$ cat src/rtl/frog_pkg.sv
// rtl/frog_pkg.sv - shared types and constants for the frog game-state controller
package frog_pkg;

    typedef enum logic [2:0] {
        IDLE        = 3'd0,
        PLAY        = 3'd1,
        LEVEL_CLEAR = 3'd2,
        GAME_OVER   = 3'd3
    } game_state_t;

    localparam int                   NUM_SLOTS         = 5;
    localparam logic [NUM_SLOTS-1:0] SLOT_ALL          = 5'b11111;
    localparam logic [7:0]           START_KEY_DEFAULT = 8'h28;

    // Isolates the lowest set bit; zero in gives zero out.
    function automatic logic [NUM_SLOTS-1:0] lowest_set(input logic [NUM_SLOTS-1:0] v);
        return v & (~v + 1'b1);
    endfunction

endpackage

$ cat src/rtl/frog_game_ctrl_countdown.sv
// rtl/frog_game_ctrl_countdown.sv - loadable frame down-counter with zero flag
module frame_countdown #(
    parameter int W = 11
) (
    input  logic         clk_i,
    input  logic         rst_ni,
    input  logic         load_i,
    input  logic [W-1:0] load_val_i,
    input  logic         en_i,
    output logic [W-1:0] count_o,
    output logic         zero_o
);

    logic [W-1:0] count_q;

    // Load wins over enable; the count sticks at zero.
    always_ff @(posedge clk_i or negedge rst_ni) begin
        if (!rst_ni) begin
            count_q <= '0;
        end else if (load_i) begin
            count_q <= load_val_i;
        end else if (en_i && (count_q != '0)) begin
            count_q <= count_q - 1'b1;
        end
    end

    assign count_o = count_q;
    assign zero_o  = (count_q == '0);

endmodule

$ cat src/rtl/frog_game_ctrl.sv
// rtl/frog_game_ctrl.sv - lives/score/level/timer state machine downstream of the frog datapath
module frog_game_ctrl
    import frog_pkg::*;
#(
    parameter int         LIVES_INIT   = 3,
    parameter int         TIME_FRAMES  = 1800,
    parameter int         CLEAR_FRAMES = 120,
    parameter int         FINISH_PTS   = 50,
    parameter int         LEVEL_PTS    = 1000,
    parameter int         SCORE_MAX    = 9999,
    parameter logic [7:0] START_KEY    = START_KEY_DEFAULT
) (
    input  logic        Clk,
    input  logic        Reset_n,
    input  logic        frame_clk_rising_edge,
    input  logic [7:0]  keycode,
    input  logic        is_dead_delayed,
    input  logic        ReachedFinish,
    input  logic [4:0]  OnFinish,
    output logic [4:0]  FrogFinished,
    output logic [2:0]  lives,
    output logic [13:0] score,
    output logic [2:0]  level,
    output logic [10:0] time_left,
    output logic        time_up,
    output logic        game_active,
    output logic        game_over,
    output logic [2:0]  state
);

    localparam int          HOLD_W     = $clog2(CLEAR_FRAMES + 1);
    localparam logic [10:0] TL_INIT    = 11'(TIME_FRAMES);
    localparam logic [HOLD_W-1:0] HOLD_INIT = HOLD_W'(CLEAR_FRAMES);
    localparam logic [2:0]  LIVES_W    = 3'(LIVES_INIT);
    localparam logic [14:0] FINISH_W   = 15'(FINISH_PTS);
    localparam logic [14:0] LEVEL_W    = 15'(LEVEL_PTS);
    localparam logic [14:0] SCORE_MAX_W = 15'(SCORE_MAX);

    game_state_t state_q;
    logic [7:0]  last_key_q;
    logic [4:0]  slot_latch_q;
    logic [4:0]  finished_q;
    logic [2:0]  lives_q;
    logic [2:0]  level_q;
    logic [13:0] score_q;
    logic        time_up_q;
    logic        game_active_q;

    logic [10:0]       tl_count;
    logic              tl_zero;
    logic [HOLD_W-1:0] hold_count;
    logic              hold_zero;

    logic        start_ev, init_ev;
    logic        play_frame, death, finish, tick;
    logic        lc_frame, clear_done;
    logic [4:0]  latch_now, finished_next;
    logic        all_filled;
    logic [14:0] score_add, score_sum;
    logic [13:0] score_next;
    logic        tl_load, tl_en, hold_load, hold_en;

    always_comb begin
        start_ev   = (keycode == START_KEY) && (last_key_q != START_KEY);
        init_ev    = start_ev && ((state_q == IDLE) || (state_q == GAME_OVER));
        play_frame = (state_q == PLAY) && frame_clk_rising_edge;
        death      = play_frame && is_dead_delayed;
        finish     = play_frame && !is_dead_delayed && ReachedFinish;
        tick       = play_frame && !is_dead_delayed && !ReachedFinish;
        lc_frame   = (state_q == LEVEL_CLEAR) && frame_clk_rising_edge;
        clear_done = lc_frame && (hold_count == HOLD_W'(1));

        // Include this cycle's overlap so a slot hit on the frame-edge cycle itself still counts.
        latch_now     = slot_latch_q | (ReachedFinish ? (OnFinish & ~finished_q) : 5'b0);
        finished_next = finished_q | lowest_set(latch_now);
        all_filled    = (finished_next == SLOT_ALL);

        score_add = '0;
        if (latch_now != 5'b0) begin
            score_add = FINISH_W + 15'(tl_count >> 4);
        end
        if (all_filled) begin
            score_add = score_add + LEVEL_W;
        end
        score_sum  = {1'b0, score_q} + score_add;
        score_next = (score_sum > SCORE_MAX_W) ? SCORE_MAX_W[13:0] : score_sum[13:0];

        tl_load   = init_ev || death || finish || clear_done;
        tl_en     = tick;
        hold_load = finish && all_filled;
        hold_en   = lc_frame && !hold_zero;
    end

    frame_countdown #(.W(11)) u_time_left (
        .clk_i      (Clk),
        .rst_ni     (Reset_n),
        .load_i     (tl_load),
        .load_val_i (TL_INIT),
        .en_i       (tl_en),
        .count_o    (tl_count),
        .zero_o     (tl_zero)
    );

    frame_countdown #(.W(HOLD_W)) u_clear_hold (
        .clk_i      (Clk),
        .rst_ni     (Reset_n),
        .load_i     (hold_load),
        .load_val_i (HOLD_INIT),
        .en_i       (hold_en),
        .count_o    (hold_count),
        .zero_o     (hold_zero)
    );

    always_ff @(posedge Clk or negedge Reset_n) begin
        if (!Reset_n) begin
            state_q       <= IDLE;
            last_key_q    <= '0;
            slot_latch_q  <= '0;
            finished_q    <= '0;
            lives_q       <= '0;
            level_q       <= '0;
            score_q       <= '0;
            time_up_q     <= 1'b0;
            game_active_q <= 1'b0;
        end else begin
            last_key_q    <= keycode;
            game_active_q <= (state_q == PLAY);
            case (state_q)
                IDLE, GAME_OVER: begin
                    if (init_ev) begin
                        lives_q      <= LIVES_W;
                        score_q      <= '0;
                        level_q      <= '0;
                        finished_q   <= '0;
                        time_up_q    <= 1'b0;
                        slot_latch_q <= '0;
                        state_q      <= PLAY;
                    end
                end
                PLAY: begin
                    if (death) begin
                        lives_q      <= lives_q - 1'b1;
                        time_up_q    <= 1'b0;
                        slot_latch_q <= '0;
                        if (lives_q == 3'd1) begin
                            state_q <= GAME_OVER;
                        end
                    end else if (finish) begin
                        slot_latch_q <= '0;
                        finished_q   <= finished_next;
                        score_q      <= score_next;
                        if (all_filled) begin
                            state_q <= LEVEL_CLEAR;
                        end
                    end else begin
                        slot_latch_q <= latch_now;
                        // The countdown reaches zero on this edge or was already there.
                        if (tick && (tl_zero || (tl_count == 11'd1))) begin
                            time_up_q <= 1'b1;
                        end
                    end
                end
                LEVEL_CLEAR: begin
                    if (clear_done) begin
                        finished_q <= '0;
                        level_q    <= (level_q == 3'd7) ? 3'd7 : level_q + 1'b1;
                        state_q    <= PLAY;
                    end
                end
                default: state_q <= IDLE;
            endcase
        end
    end

    assign FrogFinished = finished_q;
    assign lives        = lives_q;
    assign score        = score_q;
    assign level        = level_q;
    assign time_left    = tl_count;
    assign time_up      = time_up_q;
    assign game_active  = game_active_q;
    assign game_over    = (state_q == GAME_OVER);
    assign state        = state_q;

endmodule

$ cat config.mk
export PLATFORM = sky130hd
export DESIGN_NAME = frog_game_ctrl
export DESIGN_NICKNAME = d
export VERILOG_FILES = /design/src/rtl/frog_pkg.sv /design/src/rtl/frog_game_ctrl_countdown.sv /design/src/rtl/frog_game_ctrl.sv
export SDC_FILE = /design/constraint.sdc
export NUM_CORES = 1
export LEC_CHECK = 0
export ABC_AREA = 1
export CORE_MARGIN = 2
export CORE_UTILIZATION = 46
export CTS_CLUSTER_DIAMETER = 40
export CTS_CLUSTER_SIZE = 28
export DETAILED_ROUTE_END_ITERATION = 7
export PLACE_DENSITY = 0.69
export SLEW_MARGIN = 20
export SYNTH_ARGS = -nofsm -noshare
export SYNTH_HDL_FRONTEND = slang
export SYNTH_SLANG_ARGS = --single-unit
$ cat constraint.sdc
create_clock -name Clk -period 3.8 [get_ports Clk]
set_input_delay 0.76 -clock Clk [delete_from_list [all_inputs] [get_ports Clk]]
set_output_delay 0.76 -clock Clk [all_outputs]
set_load 0.03 [all_outputs]
# Word level (Yosys, flattened, before mapping)
# Cells that the tools add are included.
# classes
reduce_logical	41
n_eq_ne	20
add_sub_neg	8
magnitude_cmp	1
n_mux	39
bitwise_logic	6
# op_table
op	n
$mux 14	4
$mux 5	7
$mux 3	11
$mux 15	2
$pmux 14 s2	1
$mux 11	2
$add 14x15->15	1
$add 15x10->15 const B	1
$gt 15x14->1 const B	1
$pmux 5 s3	1
$logic_and 1x1->1	14
$mux 7	2
$pmux 3 s2	2
$eq 11x1->1 const B	1
$logic_not 11->1	1
$reduce_bool 11->1	1
$sub 11x1->11 const B	1
$and 5x5->5	2
$ne 2x2->1 const B	5
$not 5->5	2
$or 5x5->5	2
$pmux 5 s2	1
$reduce_and 5->1	2
$ne 3x3->1 const B	3
28 further kinds	45
# word_totals
elab_cells	126
ff_bits	61
output_inout_bits	42
in_bits	18

# Logic depth before layout (Yosys ltp)
# Gate-level depths: netlist of run 1.
# logic_depth
ltp_word	16
mapped_depth	34
mapped_depth_nobuf	33

# Cells and area by module
# Synthesis of run 1 repeated with hierarchy kept, for this count alone.
# hier_totals
cells_unflattened	702
area_unflattened_um2	4600.7
# by_module_without_submodules
mod	cells_per_inst	area_per_inst_um2	seq_area_each_um2	n_inst
frog_game_ctrl	488	3235.6	1051.0	1
frame_countdown (u_time_left)	139	879.6	275.3	1
frame_countdown (u_clear_hold)	75	485.5	175.2	1

# Worst setup path before layout of run 1
# No wires, ideal clock.
# synth_timing
path_kind	input -> register
from	in ReachedFinish
to	reg score_q[11] (netlist: score[11])
arrival_ns	3.502
slack_ns	0.171
setup_ns	0.127
path_stages	29
required_time_ns	3.673
path_buffers	1
cell_sequence	inv_2 -> nor2_2 -> nand2_2 -> nand2_2 -> nor2_4 -> nand4_2 -> nand2_1 -> inv_1 -> ha_1 -> inv_1 -> nand3_4 -> o21ai_1 -> nand2_1 -> ha_1 -> nand2_1 -> inv_1 -> nand2_1 -> nand2_1 -> nand2_1 -> nand3_1 -> nand3_1 -> nand3_1 -> nor2_2 -> nand3_1 -> nand2_1 -> nand2_2 -> buf_6 -> nand2_1 -> o21ai_0
# synth_via
elab_chain_len	14
elab_cells_between_ends	20
classes_between	add/sub: 3; order compare: 1; eq/ne: 2; mux: 7; bitwise: 4; reduce/logical: 3
# synth_rtl
element	line	text
start: declaration	frog_game_ctrl.sv:18	input logic ReachedFinish,
parallel branches: the longest is 14 deep, another holds $add 15x10->15	-	
end signal: assignment	frog_game_ctrl.sv:151	score_q <= score_next;
end: declaration	frog_game_ctrl.sv:45	logic [13:0] score_q;
# Several ways; the timed one is not identified. The select of a mux whose other input is x is not followed.
# A chain may end at the register's enable or synchronous reset.

# Worst setup path after layout of run 1
# layout_timing
from	in ReachedFinish
to	reg score_q[3] (netlist: score[3])
# The elaborated chain is that of the path after synthesis.

==> metrics.log, run 1 <==
[metrics] result of the run: completed
[metrics] FILL cells: 738
[metrics] complex-gate fraction of the synthesized area: a little under a tenth
[metrics] die area: 0.00986 sq mm
[metrics] global-route wire length before repair: 18.9 mm
[metrics] worst rel slew slack: between 50% and 60%
[metrics] leading cell types in the layout, fill and taps excluded: 157 x nand2_1, 94 x inv_1, 60 x dfrtp_1, 51 x clkdlybuf4s50_1, 49 x buf_4
[metrics] number of core rows: 34
[metrics] detailed placer's ending HPWL: 8.18 mm
[metrics] Clock Path Buffers: 2
[metrics] synthesized area: 0.00418 sq mm
[metrics] ratio of cells with drive above 1 in the final layout: 28.1%
[metrics] worst min path class: input port to asynchronous set/reset pin
[metrics] share of the clock period used by the worst path after layout: between 90% and 100%
[metrics] number of design rule violations left after detail routing: 0
[metrics] vias per cell: approximately 5
[metrics] TritonCTS clock tree: done
[metrics] # nets final: 751
[metrics] count of TritonRoute iterations in the first routing pass: 4
[metrics] Main synth FF type: dfrtp_1
[metrics] critical path data arrival time: 3.91 ns
[metrics] CTS clk-pin slew, worst paths: roughly 0.080 ns
[metrics] post-synthesis sequential area ratio: between 30% and 40%
[metrics] post-detailed-routing wire length: about 12 mm
[metrics] Finished Layout Cells: just over 800
[metrics] antenna violations before repair: 0
[metrics] combinational family with the most area after synthesis: simple AND/OR/NAND/NOR gates
[metrics] largest clock skew in the final design: between 0.01 and 0.015 ns
[metrics] Data required, critical path: approximately 4.0 ns
[metrics] Pleak: ~0.003 uW
[metrics] critical path fanouts, max: 6
[metrics] Least-Margin Pin Slew: a little under 0.7 ns
[metrics] count of flip-flops with a built-in enable after synthesis: 0
[metrics] routed length per instance: between 10 and 15 um
[metrics] clock buffers created by TritonCTS: 9
[metrics] Avg Inst Size Synth: roughly 7.1 sq um
[metrics] via count of the first global-routing pass: a little over 4000
[metrics] Adder-Cell Fraction of Synth Area: approximately 8.0%
[metrics] Antenna Violating Nets Remaining: 0
[metrics] share of synthesized area spent on multiplexers: 0%
[metrics] fraction of synthesized cell area in xor and xnor cells: around 1.3%
[metrics] Final setup viols: 0
[metrics] number of synthesized register bits: 60
[metrics] last weighted congestion value of the routability-driven placer: between 0.8 and 0.9
[metrics] most common library cell in the layout ignoring fill and taps: nand2_1
[metrics] count of buffers inserted at the top-level ports: slightly below 60
[metrics] sinks on the clock net: 60
[metrics] maximum capacitance violations: 0
[metrics] effective utilization at floorplan: 47.7%
[metrics] yosys synthesis warning count: 0
[metrics] number of hold buffers added after CTS: 0
[metrics] leading post-synthesis cells by cell area: dfrtp_1 36%, nand2_1 17%, inv_1 9.2%
[metrics] P per Cell Area: ~570 mW/mm^2
[metrics] overall die height: between 90 and 100 um
[metrics] cells after synthesis: slightly below 600
[metrics] Final Hold Vio Count: 0
[metrics] number of ports placed on the die boundary: 60
[metrics] Post-Synth Simple-Gate Area: a little over a third
[metrics] diode insertion count for antenna repair: 0
[metrics] clock latency reported for the late side of the worst-skew pair: ~0.35 ns
[metrics] GR Overflow Total: 0
[metrics] Max Transition Viols Final: 0
[metrics] area leader, netlist: dfrtp_1
[metrics] Area growth syn-to-layout: 42.9%
[metrics] maximum achievable frequency: between 200 and 300 MHz
[metrics] largest net degree at the start of global routing: 33
[metrics] CTS Root Buffer Type: clkbuf_8
[metrics] area of the multi-input gates: around 0.0028 sq mm
[metrics] Min Clock Period, post-route: around 3.7 ns
[metrics] kind of start point of the critical path: input port
[metrics] Vias: between 4000 and 5000
[metrics] Die X-Extent: 99.3 um
[metrics] worst ir drop on vdd: approximately 0.34 mV
[metrics] critical setup path kind: input port to register
[metrics] share of async-settable or async-resettable flops after synthesis: 100%
[metrics] kind of capture point of the worst setup path: register
[metrics] CTS H-Tree Depth: 3
[metrics] total placed cells including tap cells: between 700 and 800
[metrics] number of design-rule violations left by the first detailed-router iteration: ~180
[metrics] Yosys top cell area share: 35.9%
[metrics] number of nets produced by synthesis: 632
[metrics] total core area: roughly 0.0088 sq mm
[metrics] FF/Latch Area: 0.00150 sq mm
[metrics] count of distinct cell types in the synthesized netlist: 45
[metrics] total power: roughly 3400 uW
[metrics] GRT Util Overall: a little under a quarter
state kept, by name (all words and copies together) (netlist names):
signal / cells
lives: 3
slot_latch_q: 5
last_key_q: 8
time_up: 1
game_active: 1
u_clear_hold.count_o: 7
level: 3
state: 2
u_time_left.count_o: 11
score: 14
FrogFinished: 5
final cells by class:
type,count,share of cell area (%)
multi-input cells,419,46.2
clock inverters,7,0.964
well taps,108,2.26
flip-flops and latches,60,25.2
repair buffers,110,16.5
clock buffers,9,2.08
inverters,107,6.86
routing by layer:
layer / vias up / track usage, % / share of wire, %
li1: 2096 / - / -
met1: 1980 / 30.6 / 44
met2: 92 / 40.5 / 50
met3: 16 / 4.64 / 4.3
met4: 0 / 7.17 / 1.5
met5: - / 0 / 0
per-stage QoR:
step	TNS, ns	instance area (sq um)	hold WS (ns)	worst slack [ns]	utilization, %
4_1_cts	0	5640	0.453	0.0121	64.3
6_report	0	5970	0.436	0.135	68.1
2_1_floorplan	0	4180	0.464	0.171	-
3_3_place_gp	-7.79	5180	0.491	-0.596	59.1
5_1_grt	-0.291	5970	0.497	-0.0476	68.1
3_5_place_dp	-9.63	5180	0.504	-0.741	59.1
synth_stat cells, types with 3 or more instances:
cell	number
nand2_1	189
inv_1	102
dfrtp_1	60
nand3_1	41
nor2_1	36
ha_1	25
o21ai_0	23
a21oi_1	20
nand2_2	10
nor2_2	8
nand4_1	6
nor3_1	6
inv_2	5
nor4_1	5
xor2_1	5
a21boi_0	4
a31oi_1	3
nand3b_1	3
o21ai_2	3
critical path, cell delays in order:
cell and delay, ns:
buf_6 0.11, inv_2 0.08, nor2_2 0.04, nand2_2 0.08, nand2_4 0.07, nor2_4 0.20
nand3_2 0.12, o21ai_4 0.20, nand3_4 0.13, inv_4 0.10, nand3_4 0.11, nor3b_4 0.33
ha_4 0.27, nand2_2 0.13, inv_1 0.05, a21oi_1 0.18, nand4_1 0.13, nand2_2 0.11
nand2_4 0.06, nor2_2 0.07, nand2_1 0.06, nand2_1 0.11, nand2_4 0.10, nand2_4 0.13
nand2_1 0.06, nand2_1 0.05, nand2_1 0.05
final timing paths:
check	startpoint	to	slack (ns)	cells after the start
worst max-delay path	ReachedFinish	score[3]$_DFFE_PN0P_	0.13	27
worst min-delay path	Reset_n	last_key_q[4]$_DFF_PN0_	0.44	1
worst max register to register	FrogFinished[1]$_DFFE_PN0P_	score[3]$_DFFE_PN0P_	0.22	24
worst min register to register	score[2]$_DFFE_PN0P_	score[2]$_DFFE_PN0P_	0.53	2
max in group asynchronous	Reset_n	slot_latch_q[2]$_DFFE_PN0P_	2.44	2
min in group Clk	score[2]$_DFFE_PN0P_	score[2]$_DFFE_PN0P_	0.53	2
timing repair:
action,CTS,global route
gates resized for setup,61,78
gates cloned,1,0
setup endpoints to repair,13,14
pin swaps,36,44
endpoints found under the hold margin,0,0
setup buffers,6,4
power breakdown:
part / switching, uW / internal, uW / total, uW
registers: 119 / 757 / 876
clock network: 315 / 247 / 561
logic: 1150 / 794 / 1950
cells by family (layout without fill, tap and decap cells):
family                   count (synthesis)  after routing
XOR/XNOR                                 6              6
flip-flops                              60             60
AO/OA/AOI/OAI                           64             64
adder cells (fa/ha/maj)                 26             26
buffers and inverters                  110            233
AND/OR/NAND/NOR                        321            322
other                                    1              1
No activity file was read; power rests on OpenSTA's default activity.
==> inputs of run 2 (changes only) <==
--- a/config.mk
+++ b/config.mk
@@ -11,8 +11,9 @@
 export CTS_CLUSTER_DIAMETER = 40
 export CTS_CLUSTER_SIZE = 28
 export DETAILED_ROUTE_END_ITERATION = 7
-export PLACE_DENSITY = 0.69
+export PLACE_DENSITY = 0.68
 export SLEW_MARGIN = 20
 export SYNTH_ARGS = -nofsm -noshare
 export SYNTH_HDL_FRONTEND = slang
+export SYNTH_HIERARCHICAL = 1
 export SYNTH_SLANG_ARGS = --single-unit
==> run 2 against run 1 <==
Effect of this change: clock skew fell by 0.0040 ns; wire length rose by 10%; sequential power rose by 26%; die area rose by 9.7%; synthesized cell count rose by 19%; sequential share of layout area fell by 1.6 points; count of clock-buffer cells in the layout did not move; maximum frequency fell by 0.85%; combinational power rose by 89%; setup slack got worse by 0.032 ns.
==> metrics.log, run 2 <==
[metrics] most common library cell in the layout ignoring fill and taps: nand2_1
[metrics] share of the clock period used by the worst path after layout: 97.3% (+0.83 points)
[metrics] Area growth syn-to-layout: 38.6%
[metrics] cells after synthesis: 702 (+19%)
[metrics] Final Hold Vio Count: 0 (unchanged)
[metrics] count of buffers inserted at the top-level ports: 58 (unchanged)
[metrics] unrepaired setup endpoints after global routing: true
[metrics] Clock Path Buffers: 2 (unchanged)
[metrics] worst min path class: input port to asynchronous set/reset pin
[metrics] number of design-rule violations left by the first detailed-router iteration: 249 (+37%)
[metrics] GR Overflow Total: 0 (unchanged)
[metrics] kind of start point of the critical path: input port
[metrics] library cell contributing the largest single delay on the critical path: ha_1
[metrics] count of distinct cell types in the synthesized netlist: 41 (-8.9%)
[metrics] switching power as a share of total power: 50.7% (+3.8 points)
[metrics] Antenna Violating Nets Remaining: 0 (unchanged)
[metrics] dominant cell by count in the synthesized netlist: nand2_1
[metrics] total power: 5330 uW (+57%)
[metrics] worst ir drop on vdd: 0.491 mV (+42%)
[metrics] top layer in use: met4
[metrics] routed length per instance: 13.2 um (-8.2%)
[metrics] Max Transition Viols Final: 0 (unchanged)
[metrics] diode insertion count for antenna repair: 0 (unchanged)
[metrics] clock buffers created by TritonCTS: 9 (unchanged)
[metrics] ratio of cells with drive above 1 in the final layout: 23.3% (-4.8 points)
[metrics] TritonCTS clock tree: done
[metrics] # nets final: 888 (+18%)
[metrics] Main synth FF type: dfrtp_1
[metrics] count of TritonRoute iterations in the first routing pass: 6 (+2)
[metrics] last weighted congestion value of the routability-driven placer: 0.882 (about the same)
[metrics] detailed placer's ending HPWL: 9.49 mm (+16%)
[metrics] count of flip-flops with a built-in enable after synthesis: 0 (unchanged)
[metrics] Die X-Extent: 104 um (+4.8%)
[metrics] synthesized area: 0.00460 sq mm (+10%)
[metrics] proportion of power drawn by flip-flops and latches: 20.7% (-5.2 points)
[metrics] FF/Latch Area: 0.00150 sq mm (about the same)
[metrics] CTS H-Tree Depth: 3 (unchanged)
[metrics] number of core rows: 36 (+5.9%)
[metrics] Data required, critical path: 4.09 ns (+0.05 ns)
[metrics] share of async-settable or async-resettable flops after synthesis: 100% (unchanged)
[metrics] area of the multi-input gates: 0.00300 sq mm (+8.8%)
[metrics] post-detailed-routing wire length: 13.0 mm (+10%)
[metrics] effective utilization at floorplan: 47.3% (-0.37 points)
[metrics] FILL cells: 871 (+18%)
[metrics] worst rel slew slack: 62.1% (+7.0 points)
[metrics] maximum achievable frequency: 271 MHz (-0.85%)
[metrics] overall die height: 104 um (+4.8%)
[metrics] vias per cell: 4.99 (-2.2%)
[metrics] worst hold slack after final layout: 0.385 ns (-0.0511 ns)
[metrics] startpoint of the worst register-to-register path: FrogFinished[1]$_DFFE_PN0P_
[metrics] die area: 0.0108 sq mm (+9.7%)
[metrics] P per Cell Area: 836 mW/mm^2 (+47%)
[metrics] critical path data arrival time: 3.99 ns (+0.08 ns)
[metrics] r2r worst-path depth: 23 (-4.2%)
[metrics] met2 WL post-DR: 6.53 mm (+11%)
[metrics] flip-flop count of the largest register, all copies and words added: 14 (unchanged)
[metrics] critical path's largest stage delay: 0.29 ns (-0.04 ns)
[metrics] internal power contribution: 2630 uW (+46%)
[metrics] Least-Margin Pin Slew: 0.568 ns (-0.105 ns)
[metrics] sinks on the clock net: 60 (unchanged)
[metrics] leading post-synthesis cells by cell area: dfrtp_1 33%, nand2_1 19%, inv_1 9.4%
[metrics] global-route wire length before repair: 21.3 mm (+13%)
[metrics] CTS clk-pin slew, worst paths: 0.08 ns (about the same)
[metrics] utilization after layout: 65.5% (-2.6 points)
[metrics] via count of the first global-routing pass: 4753 (+17%)
[metrics] Yosys top cell area share: 32.6% (-3.3 points)
[metrics] slack of the worst reg-to-reg path: 0.19 ns (-0.03 ns)
[metrics] Clock Power Share: 10.0% (-6.6 points)
[metrics] Pleak: 0.00329 uW (+9.2%)
[metrics] Met1 Routed Length: 5.64 mm (+9.0%)
[metrics] most repeated library cell on the critical path: nand2_2
[metrics] number of ports placed on the die boundary: 60 (unchanged)
[metrics] capturing point of the worst reg2reg path: score[4]$_DFFE_PN0P_
[metrics] antenna violations before repair: 0 (unchanged)
[metrics] portion of total power attributed to combinational logic: 69.3% (+12 points)
[metrics] number of design rule violations left after detail routing: 0 (unchanged)
[metrics] kind of capture point of the worst setup path: register
[metrics] power dissipated by switching net loads: 2700 uW (+70%)
[metrics] largest net degree at the start of global routing: 38 (+15%)
[metrics] post-synthesis sequential area ratio: 32.6% (-3.3 points)
[metrics] result of the run: completed
[metrics] largest clock skew in the final design: 0.00915 ns (-0.00405 ns)
[metrics] critical path fanouts, max: 6 (unchanged)
[metrics] GRT Util Overall: 23.9% (+0.097 points)
[metrics] number of synthesized register bits: 60 (unchanged)
[metrics] Min Clock Period, post-route: 3.70 ns (+0.0315 ns)
[metrics] Final setup viols: 0 (unchanged)
[metrics] leading post-synthesis cells by instance count: 233 x nand2_1, 115 x inv_1, 62 x nand3_1, 60 x dfrtp_1, 60 x nor2_1
[metrics] clock latency reported for the late side of the worst-skew pair: 0.36 ns (about the same)
[metrics] total core area: 0.00973 sq mm (+11%)
[metrics] area leader, netlist: dfrtp_1
[metrics] critical setup path kind: input port to register
[metrics] Avg Inst Size Synth: 6.55 sq um (-7.7%)
[metrics] Vias: 4908 (+17%)
[metrics] maximum capacitance violations: 0 (unchanged)
[metrics] yosys synthesis warning count: 6 (+6)
[metrics] CTS Root Buffer Type: clkbuf_8
[metrics] routed length on met3: 488 um (-2.4%)
[metrics] leading cell types in the layout, fill and taps excluded: 210 x nand2_1, 103 x inv_1, 63 x buf_4, 59 x dfrtp_1, 52 x nand3_1
run 2: changes by cell type after synthesis, sizes merged, moves of 4 or more:
cell    before  now
inv        107  118
nor2        46   69
o21ai       28   35
nand2      200  245
buf          2    6
nand3       44   64
nand3b       3    7
run 2: per-stage QoR:
stage	std cells	setup WS, ns	area [sq um]	setup TNS, ns
floorplan	719	0.0969	4660	0
global placement	949	-0.665	5710	-8.58
detailed placement	949	-0.810	5710	-10.53
CTS	977	0.000701	6060	0
global route	984	-0.0702	6370	-0.453
finish	984	0.103	6370	0
run 2: metal layers:
| layer | global-route usage (%) | vias up |
|---|---|---|
| met5 | 0 | - |
| met4 | 8.59 | 0 |
| met1 | 29.5 | 2294 |
| met2 | 41.7 | 100 |
| met3 | 4.20 | 26 |
| li1 | - | 2488 |
run 2: power groups by stage:
stage | Clock (uW) | Sequential [uW] | Combinational (uW)
after global placement | 0 | 1100 | 3190
after detailed placement | 0 | 1110 | 3250
after CTS | 540 | 1100 | 3380
after floorplan | 0 | 1390 | 1760
final | 531 | 1100 | 3690
after global routing | 571 | 1140 | 4070
run 2: area by class of cell:
| type | instances | area share (%) |
|---|---|---|
| sequential | 60 | 23.6 |
| multi-input combinational | 532 | 47.0 |
| clock inverter | 7 | 0.805 |
| inverter | 118 | 7.03 |
| clock buffer | 9 | 1.94 |
| timing repair buffer | 125 | 17.0 |
| tap | 133 | 2.61 |
run 2: cell families after synthesis:
group / after synthesis / synth area share (%)
simple gates: 411 / 39.2
flops: 60 / 32.6
xor+xnor: 6 / 1.14
buf+inv: 128 / 10.9
mux: 1 / 0.218
fa+ha+maj: 24 / 6.69
compound gates: 70 / 8.97
other cells: 2 / 0.163
run 2: how the worst max path moves through the flow:
| stage | from | end | slack (ns) | cells past startpoint |
|---|---|---|---|---|
| 6_report | ReachedFinish | score[4]$_DFFE_PN0P_ | 0.10 | 27 |
| 5_1_grt | OnFinish[0] | score[4]$_DFFE_PN0P_ | -0.07 | 27 |
| 4_1_cts | OnFinish[1] | score[3]$_DFFE_PN0P_ | 0.0007 | 26 |
| 3_5_place_dp | ReachedFinish | score[3]$_DFFE_PN0P_ | -0.81 | 29 |
| 3_3_place_gp | ReachedFinish | score[0]$_DFFE_PN0P_ | -0.66 | 29 |
| 2_1_floorplan | ReachedFinish | score[4]$_DFFE_PN0P_ | 0.1 | 29 |
run 2: repair_timing:
item                                    4_1_cts  5_1_grt
hold buffers                                  0        0
endpoints found under the setup margin       14       13
setup buffers                                12        8
cloned                                        1        0
pin swaps                                    29       48
resized for setup                            35       80
run 2: worst max-delay path, delay by kind of cell:
kind / cells / cell delay [ns]
AOI/OAI and AO/OA: 2 / 0.39
adders and majority gates: 1 / 0.29
buffers and inverters: 9 / 1.03
muxes: 1 / 0.23
and+or+nand+nor: 14 / 1.28
